**config.mk**
```make
export PLATFORM = sky130hd
export DESIGN_NAME = conv_encoder_flat
export DESIGN_NICKNAME = d
export VERILOG_FILES = /design/src/rtl/viterbi_pkg.sv /design/src/rtl/conv_encoder_if.sv /design/src/rtl/conv_encoder.sv /design/src/flat_wrapper.sv
export SDC_FILE = /design/constraint.sdc
export NUM_CORES = 1
export LEC_CHECK = 0
export CAP_MARGIN = 20
export CORE_AREA = 2 2 39 41
export DETAILED_ROUTE_END_ITERATION = 7
export DIE_AREA = 0 0 41 43
export PLACE_DENSITY = 0.47
export SKIP_LAST_GASP = 1
export SLEW_MARGIN = 20
export SYNTH_ARGS = -nofsm -noshare
export SYNTH_HDL_FRONTEND = slang
export SYNTH_SLANG_ARGS = --single-unit
```
**constraint.sdc**
```tcl
create_clock -name clk -period 1.1 [get_ports clk]
set_input_delay 0.165 -clock clk [delete_from_list [all_inputs] [get_ports clk]]
set_output_delay 0.165 -clock clk [all_outputs]
set_load 0.02 [all_outputs]
```
**src/rtl/viterbi_pkg.sv**
```systemverilog
// Shared definitions for the rate-1/2 convolutional encoder and its decoder:
// default code parameters, the encoder state enum and the parity helper.
package viterbi_pkg;

  // Widest constraint length either block supports.
  localparam int MAX_K = 9;

  // Default code: K = 3, generators 7/5 (octal).
  localparam int         K_DEF  = 3;
  localparam logic [2:0] G0_DEF = 3'b111;
  localparam logic [2:0] G1_DEF = 3'b101;

  // RUN accepts information bits; TAIL flushes the register with zeros.
  typedef enum logic {
    RUN  = 1'b0,
    TAIL = 1'b1
  } enc_state_e;

  // One parity bit: XOR of the taps selected by generator g.
  // Callers zero-extend their K-bit vectors to MAX_K bits.
  function automatic logic parity(input logic [MAX_K-1:0] g,
                                  input logic [MAX_K-1:0] taps);
    return ^(g & taps);
  endfunction

endpackage

```
**src/rtl/conv_encoder_if.sv**
```systemverilog
// Bit-in / symbol-out stream bundle of the convolutional encoder.
// The slave modport is the encoder's view; master is the environment's view.
interface conv_encoder_if;
  logic       s_valid;
  logic       s_ready;
  logic       s_data;
  logic       s_last;
  logic       m_valid;
  logic       m_ready;
  logic [1:0] m_data;
  logic       m_last;

  modport slave (
    input  s_valid, s_data, s_last, m_ready,
    output s_ready, m_valid, m_data, m_last
  );

  modport master (
    output s_valid, s_data, s_last, m_ready,
    input  s_ready, m_valid, m_data, m_last
  );
endinterface

```
**src/rtl/conv_encoder.sv**
```systemverilog
// Rate-1/2 feed-forward convolutional encoder with a one-slot output register.
// Optional trellis termination (K-1 zero tail symbols after s_last) is
// compiled in when CONV_ENC_TAIL_EN is defined; otherwise the symbol of the
// s_last bit itself carries m_last and the register is cleared there.
module conv_encoder
  import viterbi_pkg::*;
#(
  parameter int           K  = K_DEF,
  parameter logic [K-1:0] G0 = K'(G0_DEF),
  parameter logic [K-1:0] G1 = K'(G1_DEF)
) (
  input  logic            clk,
  input  logic            rst_n,
  conv_encoder_if.slave   bus,
  output logic            busy
);

  logic [K-2:0] sr;        // sr[0] is the most recent bit
  logic [K-1:0] taps;
  logic [1:0]   sym;
  logic         slot_free;
  logic         accept;
  logic         produce;
  logic         enc_in;
  logic         sym_last;

  // The output slot can take a new symbol when empty or being drained.
  assign slot_free = !bus.m_valid || bus.m_ready;
  assign accept    = bus.s_valid && bus.s_ready;

`ifdef CONV_ENC_TAIL_EN
  localparam int CW = $clog2(K);

  enc_state_e    state, state_nxt;
  logic [CW-1:0] tail_cnt;
  logic          tail_step;

  assign bus.s_ready = slot_free && (state == RUN);
  assign tail_step   = slot_free && (state == TAIL);
  assign sym_last    = tail_step && (tail_cnt == CW'(K - 2));
  assign enc_in      = tail_step ? 1'b0 : bus.s_data;
  assign produce     = accept || tail_step;
  assign busy        = (state == TAIL);

  // State register and count of tail symbols already issued.
  always_ff @(posedge clk or negedge rst_n) begin
    if (!rst_n) begin
      state    <= RUN;
      tail_cnt <= '0;
    end else begin
      // NOTE: registers use non-blocking assignment so every flop samples
      // the pre-edge values regardless of statement order.
      state <= state_nxt;
      if (sym_last)
        tail_cnt <= '0;
      else if (tail_step)
        tail_cnt <= tail_cnt + CW'(1);
    end
  end

  // Next state: enter TAIL on the frame's last bit, leave after the flush.
  always_comb begin
    state_nxt = state;
    case (state)
      RUN:  if (accept && bus.s_last) state_nxt = TAIL;
      TAIL: if (sym_last)             state_nxt = RUN;
    endcase
  end
`else
  assign bus.s_ready = slot_free;
  assign sym_last    = accept && bus.s_last;
  assign enc_in      = bus.s_data;
  assign produce     = accept;
  assign busy        = 1'b0;
`endif

  // Tap vector {in, sr[0], ..., sr[K-2]} and the two parity bits.
  always_comb begin
    // NOTE: every bit gets a value before the loop so no latch is inferred.
    taps        = '0;
    taps[K-1]   = enc_in;
    for (int i = 0; i < K - 1; i++)
      taps[K-2-i] = sr[i];
    sym[1] = parity(MAX_K'(G0), MAX_K'(taps));
    sym[0] = parity(MAX_K'(G1), MAX_K'(taps));
  end

  // Shift register: shift on every produced symbol, restart at zero after
  // the frame's final symbol.
  always_ff @(posedge clk or negedge rst_n) begin
    if (!rst_n)
      sr <= '0;
    else if (produce)
      sr <= sym_last ? '0 : {sr[K-3:0], enc_in};
  end

  // Single-slot output register; holds its contents under backpressure.
  always_ff @(posedge clk or negedge rst_n) begin
    if (!rst_n) begin
      bus.m_valid <= 1'b0;
      bus.m_data  <= 2'b00;
      bus.m_last  <= 1'b0;
    end else if (produce) begin
      bus.m_valid <= 1'b1;
      bus.m_data  <= sym;
      bus.m_last  <= sym_last;
    end else if (bus.m_ready) begin
      bus.m_valid <= 1'b0;
    end
  end

endmodule
```
**src/flat_wrapper.sv**
```systemverilog
// flat-port wrapper written by rule: the top's interface ports become plain ports
module conv_encoder_flat import viterbi_pkg::*;
#(
  parameter int           K  = K_DEF,
  parameter logic [K-1:0] G0 = K'(G0_DEF),
  parameter logic [K-1:0] G1 = K'(G1_DEF)
)
  (clk, rst_n, busy, bus_s_valid, bus_s_data, bus_s_last, bus_m_ready, bus_s_ready, bus_m_valid, bus_m_data, bus_m_last);
  conv_encoder_if bus_i ();
  input  logic clk;
  input  logic rst_n;
  output logic busy;
  input wire logic [$bits(bus_i.s_valid)-1:0] bus_s_valid;
  input wire logic [$bits(bus_i.s_data)-1:0] bus_s_data;
  input wire logic [$bits(bus_i.s_last)-1:0] bus_s_last;
  input wire logic [$bits(bus_i.m_ready)-1:0] bus_m_ready;
  output wire logic [$bits(bus_i.s_ready)-1:0] bus_s_ready;
  output wire logic [$bits(bus_i.m_valid)-1:0] bus_m_valid;
  output wire logic [$bits(bus_i.m_data)-1:0] bus_m_data;
  output wire logic [$bits(bus_i.m_last)-1:0] bus_m_last;
  assign bus_i.s_valid = bus_s_valid;
  assign bus_i.s_data = bus_s_data;
  assign bus_i.s_last = bus_s_last;
  assign bus_i.m_ready = bus_m_ready;
  assign bus_s_ready = bus_i.s_ready;
  assign bus_m_valid = bus_i.m_valid;
  assign bus_m_data = bus_i.m_data;
  assign bus_m_last = bus_i.m_last;
  conv_encoder #(.K(K), .G0(G0), .G1(G1)) u_core (.clk(clk), .rst_n(rst_n), .bus(bus_i), .busy(busy));
endmodule
```
==> results.toml, run 1 <==
[detailed_routing]
drt-met1-wl_um = 219
num_vias = 199
wl_met3_um = 79
top_layer_used = "met3"
first_pass_iters = 2
final_antenna_net_count = 0
dr_wl_met2_um = 273
wire_per_inst_um = 11.22
drt_iter0_markers = 4
wl_um = 572
drcViolationCount = 0
via_per_inst = 3.902

[yosys]
syn-num-nets = 26
ys_warn_count = 0
seq_area_frac_synth_pct = 54.79
ys_seq_elements = 6
synth_top_cell_by_area = "dfrtp_1"
synth_cells = 20
async_flop_share_pct = 100.0
synth_area_um2 = 274.0
avgSynthCellArea_um2 = 13.70
yosysMostFrequentCell = "dfrtp_1"
synth_edf_count = 0
synth.top_cell.area_share_pct = 54.79
synth_ff_type = "dfrtp_1"
synth_area_leaders = "dfrtp_1, mux2_2, xor2_1, nand2b_4, nor2b_1"
netlist-cell-type-count = 9
synthTopCellsByCount = "dfrtp_1, mux2_2, nor2b_1, xor2_1"

[pwr]
irDropWorstVdd_uv = 716.2
pwr_density_cell_nw_per_um2 = 1623
p_leak_nw = 0.2034

[critical_path]
cp.arrival_ps = 1240
crit_fanout = 2
cp-end-kind = "flop"
critPathKind = "reg2reg"
crit_required_ps = 1230
start_kind = "flop"

[global_route]
grt_pass1_wl_um = 862
grt_overflow = 0
antenna_found_initial = 0
first_global_vias = 201
grt_usage_pct = 7.576
grt_max_degree = 7

[final_layout]
area_growth_pct = 61.19
finalNetCount = 42
drive_above_1_share_pct = 51.43
antenna_cells = 0
final_cells = 51

[sta]
hold_viol = 0
setup_ws_ps = -7.326
finalWorstPathRequiredPeriod_ps = 1107
rsz0062_at_grt = "true"
fin_skew_ps = 5.526
slew_violations = 0
setup_viol = 1
finalCritPeriodShare_pct = 100.7
fmax_mhz = 903.1

[placement]
numPortBuffers = 10
gp_congestion = 0.6204
place_inst = 46
pre_cts_ws_ps = -395.5

[clocking]
ctsLongestPathBuffers = 2
clk_latency_ps = 250
cts_hold_buf = 0
cts_root_buf = "clkbuf_4"
cts.sinks = 6
cts_tree = "done"
clkTransAtPathRegs_ps = 50
htree_levels = 1
cts_buffers = 3

[floorplan]
start_util_pct = 19.80
rows = 14
chipWidth_um = 41
die_y_um = 43
ios = 12
die-area_um2 = 1763
core_area_um2 = 1384

[status]
violations = "setup timing"
status = "finished, violations left"

[min_path]
hold_path.class = "in2async"

[run]
maxCapViolCount = 0
==> cells by family (layout without fill, tap and decap cells) <==
family	after synthesis	after routing	synth area share (%)
flip-flops	6	6	54.79
multiplexers	5	5	20.55
AND/OR/NAND/NOR	5	5	14.16
XOR/XNOR	2	2	6.394
other	1	1	1.369
buffers and inverters	1	16	2.741
==> final timing paths <==
path / slack (ps) / end / start / cells after the start
min in group clk: 510 / u_core.bus.m_data[1] / u_core.bus.m_data[1] / 1
max reg2reg: -7 / u_core.bus.m_data[1] / u_core.sr[1] / 3
max: -7 / u_core.bus.m_data[1] / u_core.sr[1] / 3
min reg2reg: 510 / u_core.bus.m_data[1] / u_core.bus.m_data[1] / 1
max in group asynchronous: 680 / u_core.bus.m_valid / rst_n / 1
min: 170 / u_core.bus.m_data[1] / rst_n / 1
==> state kept, by name, summed over array words and instances (netlist names) <==
name                cells
u_core.bus.m_valid      1
u_core.sr               2
u_core.bus.m_last       1
u_core.bus.m_data       2
==> per-stage QoR <==
| stage | TNS (ps) | hold WS [ps] | util (%) | instance area (um^2) | power [mW] |
|---|---|---|---|---|---|
| 6_report | -7.326 | 169.7 | 31.92 | 441.7 | 0.7169 |
| 5_1_grt | -135.7 | 168.4 | 31.92 | 441.7 | 0.7672 |
| 4_1_cts | 0 | 167.3 | 31.28 | 432.9 | 0.7257 |
| 3_5_place_dp | -2052 | 431.6 | 28.57 | 395.4 | 0.4996 |
| 3_3_place_gp | -1983 | 423.6 | 28.57 | 395.4 | 0.4936 |
| 2_1_floorplan | 0 | -130.6 | - | 275.3 | 0.3959 |
==> worst max-delay path: stages, from the launching register on <==
cell	delay, ps
dfrtp_1	400
xor2_2	190
xor2_1	140
mux2_2	260
==> repair_timing <==
action                                  CTS  global route
setup buffers                             0             1
pin swaps                                 1             1
endpoints found under the setup margin   10             8
gates resized for setup                  18             4
==> power by group <==
group / total, mW / switching (mW) / internal, mW
Combinational: 0.205 / 0.100 / 0.105
Sequential: 0.288 / 0.0257 / 0.262
Clock: 0.224 / 0.0861 / 0.138
==> cells in the final DEF, fill, tap and decap left out, drive strengths merged <==
cell type / n
buf: 4
clkbuf: 6
clkdlybuf4s15: 1
clkdlybuf4s50: 5
conb: 1
dfrtp: 6
mux2: 5
nand2: 1
nand2b: 2
nor2b: 2
xor2: 2
==> routing by layer <==
| layer | vias up | track usage [%] |
|---|---|---|
| li1 | 90 | - |
| met1 | 97 | 9.180 |
| met2 | 12 | 9.688 |
| met3 | 0 | 6.806 |
| met4 | 0 | 2.000 |
| met5 | - | 0 |
==> cell type report <==
class	instances	area, um^2
Tap cell	16	20.02
Clock buffer	4	26.28
Fill cell	137	942.2
Multi-Input combinational cell	13	145.1
Sequential cell	6	151.4
Timing Repair Buffer	12	98.84
(Power assumes the default switching activity.)
==> run 2, diff against run 1 <==
- CTS_CLUSTER_DIAMETER: unset -> 100
- MAX_ROUTING_LAYER: unset -> met4
==> results of run 2 <==
No change in the layout: final DEF, timing and power equal those of run 1.
Main changes from that run: final weighted congestion in routability-driven placement 0.6204 -> 0.6250; overall routing resource usage 7.576% -> 7.764%
==> variant, RTL diff (flow settings as in run 2) <==
Set the package constant `K_DEF` to 6 (it was 3).
--- a/src/rtl/viterbi_pkg.sv
+++ b/src/rtl/viterbi_pkg.sv
@@ -6,7 +6,7 @@
   localparam int MAX_K = 9;
 
   // Default code: K = 3, generators 7/5 (octal).
-  localparam int         K_DEF  = 3;
+  localparam int         K_DEF  = 6;
   localparam logic [2:0] G0_DEF = 3'b111;
   localparam logic [2:0] G1_DEF = 3'b101;
 
Behaviour: not the same (a bounded check fails within 4 cycles, from zero or initial values and one cycle with rst_n low).
==> variant against run 2 <==
The run still ends with setup timing left; global-route usage up 3.8 points; count of clock-buffer cells in the layout is the same; wire length up 29%; power is 16% higher; sequential cell count up 3; first-iteration DRC count fell by 100%; design area increased by 31%; sequential power is 35% higher; worst setup slack worse by 0.010 ns; synthesized area is 47% higher; non-clock buffer count unchanged.
==> variant: results (changes against run 2) <==
outcome - complete, but fails checks
violated checks - setup timing
worst path arrival time - 1.26 ns (+0.02 ns)
gr usage total - 0.1154 (+0.03774)
Comb power - 0.192 mW (-6%)
Reg2Reg Depth - 4 (+1)
Worst R2R Start - u_core.bus.m_valid
top cells by area, synth - dfrtp_1 (56%), mux2_2 (22%), nor2b_1 (7.8%)
worst-skew pair later-pin latency - 0.26 ns
hold_ws - 0.2006 ns (+0.03090 ns)
final setup vio count - 4 (+3)
Top Usage Layer GRT - met2
Met1 Routed Length - 286 um (+31%)
largest net degree at the start of global routing - 10 (+3)
post-synthesis mux area share - 0.2243 (+0.01882)
first-pass GRT wire length - 1269 um (+47%)
peak supply drop - 0.6957 mV (-2.9%)
final non-filler cell total - 60 (+18%)
Synthesis Warnings - 0 (unchanged)
Post-synth ARST share - 1.000 (unchanged)
family with the most delay on the worst path - buffers and inverters
complex-gate fraction of the synthesized area - 0 (unchanged)
CP max stage cell - clkdlybuf4s50_1
met3 WL post-DR - 52 um (-34%)
worst r2r dst - u_core.sr[4]
Adder-Cell Fraction of Synth Area - 0 (unchanged)
Placer Congestion - 0.7265 (+16%)
routed wl met2 - 400 um (+47%)
HP Class - primary input to async pin
Via Count - 265 (+33%)
Regs by FF count - u_core.sr x5, u_core.bus.m_data x2
met2 Track Usage GR - 0.1688 (+0.07188)
layout cells sized above 1 - 0.4773 (-0.03701)
IO Port Bufs - 10 (unchanged)
Synth Net Count - 35 (+35%)
Gate Count Post-Synth - 29 (+45%)
net switching power - 0.2226 mW (+5.0%)
register area share after synthesis - 0.5607 (+0.01280)
P_leak - 0.2929 nW (+44%)
Post-synth top cells - dfrtp_1 (9), mux2_2 (8), nor2b_1 (5)
worst setup path start - bus_m_ready
setup ws final - -0.01753 ns (-0.01020 ns)
leading area contributor after synthesis - dfrtp_1
placed instance count - 55 (+20%)
Pwr Density - 1444 mW/mm2 (-11%)
clock power share - 0.305 (-0.007)
DP Worst Slack - -0.3966 ns (-0.001113 ns)
Final nets - 51 (+21%)
WL final - 739 um (+29%)
initial antenna violation count - 0 (unchanged)
Worst path max stage delay - 0.40 ns (about the same)
met3 Use GR - 0.04712 (-0.02094)
M1 GR Usage - 0.1196 (+0.02780)
worst-path fanout max - 8 (+6)
Setup crit end - u_core.sr[1]
vias in the first global route - 301 (+50%)
Synth Area in XOR/XNOR - 0.04361 (-0.02031)
TritonRoute pass-1 iters - 1 (-1)
DRC marker count from the first detailed-route iteration - 0 (-4)
clock skew - 0.0005947 ns (-0.004931 ns)
variant: cell count changes after synthesis, sizes merged:
cell / delta
dfrtp: +3
mux2: +3
nor2b: +3
variant: repair_timing:
item	CTS	global route
endpoints found under the hold margin	0	0
setup buffers	1	0
setup endpoints to repair	13	11
gates resized for setup	21	4
pin swaps	0	0
gates cloned	0	0
variant: kinds of logic after synthesis:
family | after synthesis
muxes | 8
and+or+nand+nor | 8
buffers and inverters | 1
DFF | 9
other | 1
xor gates and xnor gates | 2
variant: final cells by class:
type | count | area [um2]
Fill cell | 132 | 805.8
Sequential cell | 9 | 226.5
Multi-Input combinational cell | 19 | 205.2
Timing Repair Buffer | 12 | 100.1
Clock buffer | 4 | 26.28
Tap cell | 16 | 20.02
variant: through the flow:
stage	setup TNS, ns	instance area [um2]	utilization
floorplan	0	407.9	-
global placement	-2.880	528.0	0.3816
detailed placement	-3.042	528.0	0.3816
CTS	-0.05652	580.6	0.4195
global route	-0.3201	578.1	0.4177
finish	-0.04444	578.1	0.4177
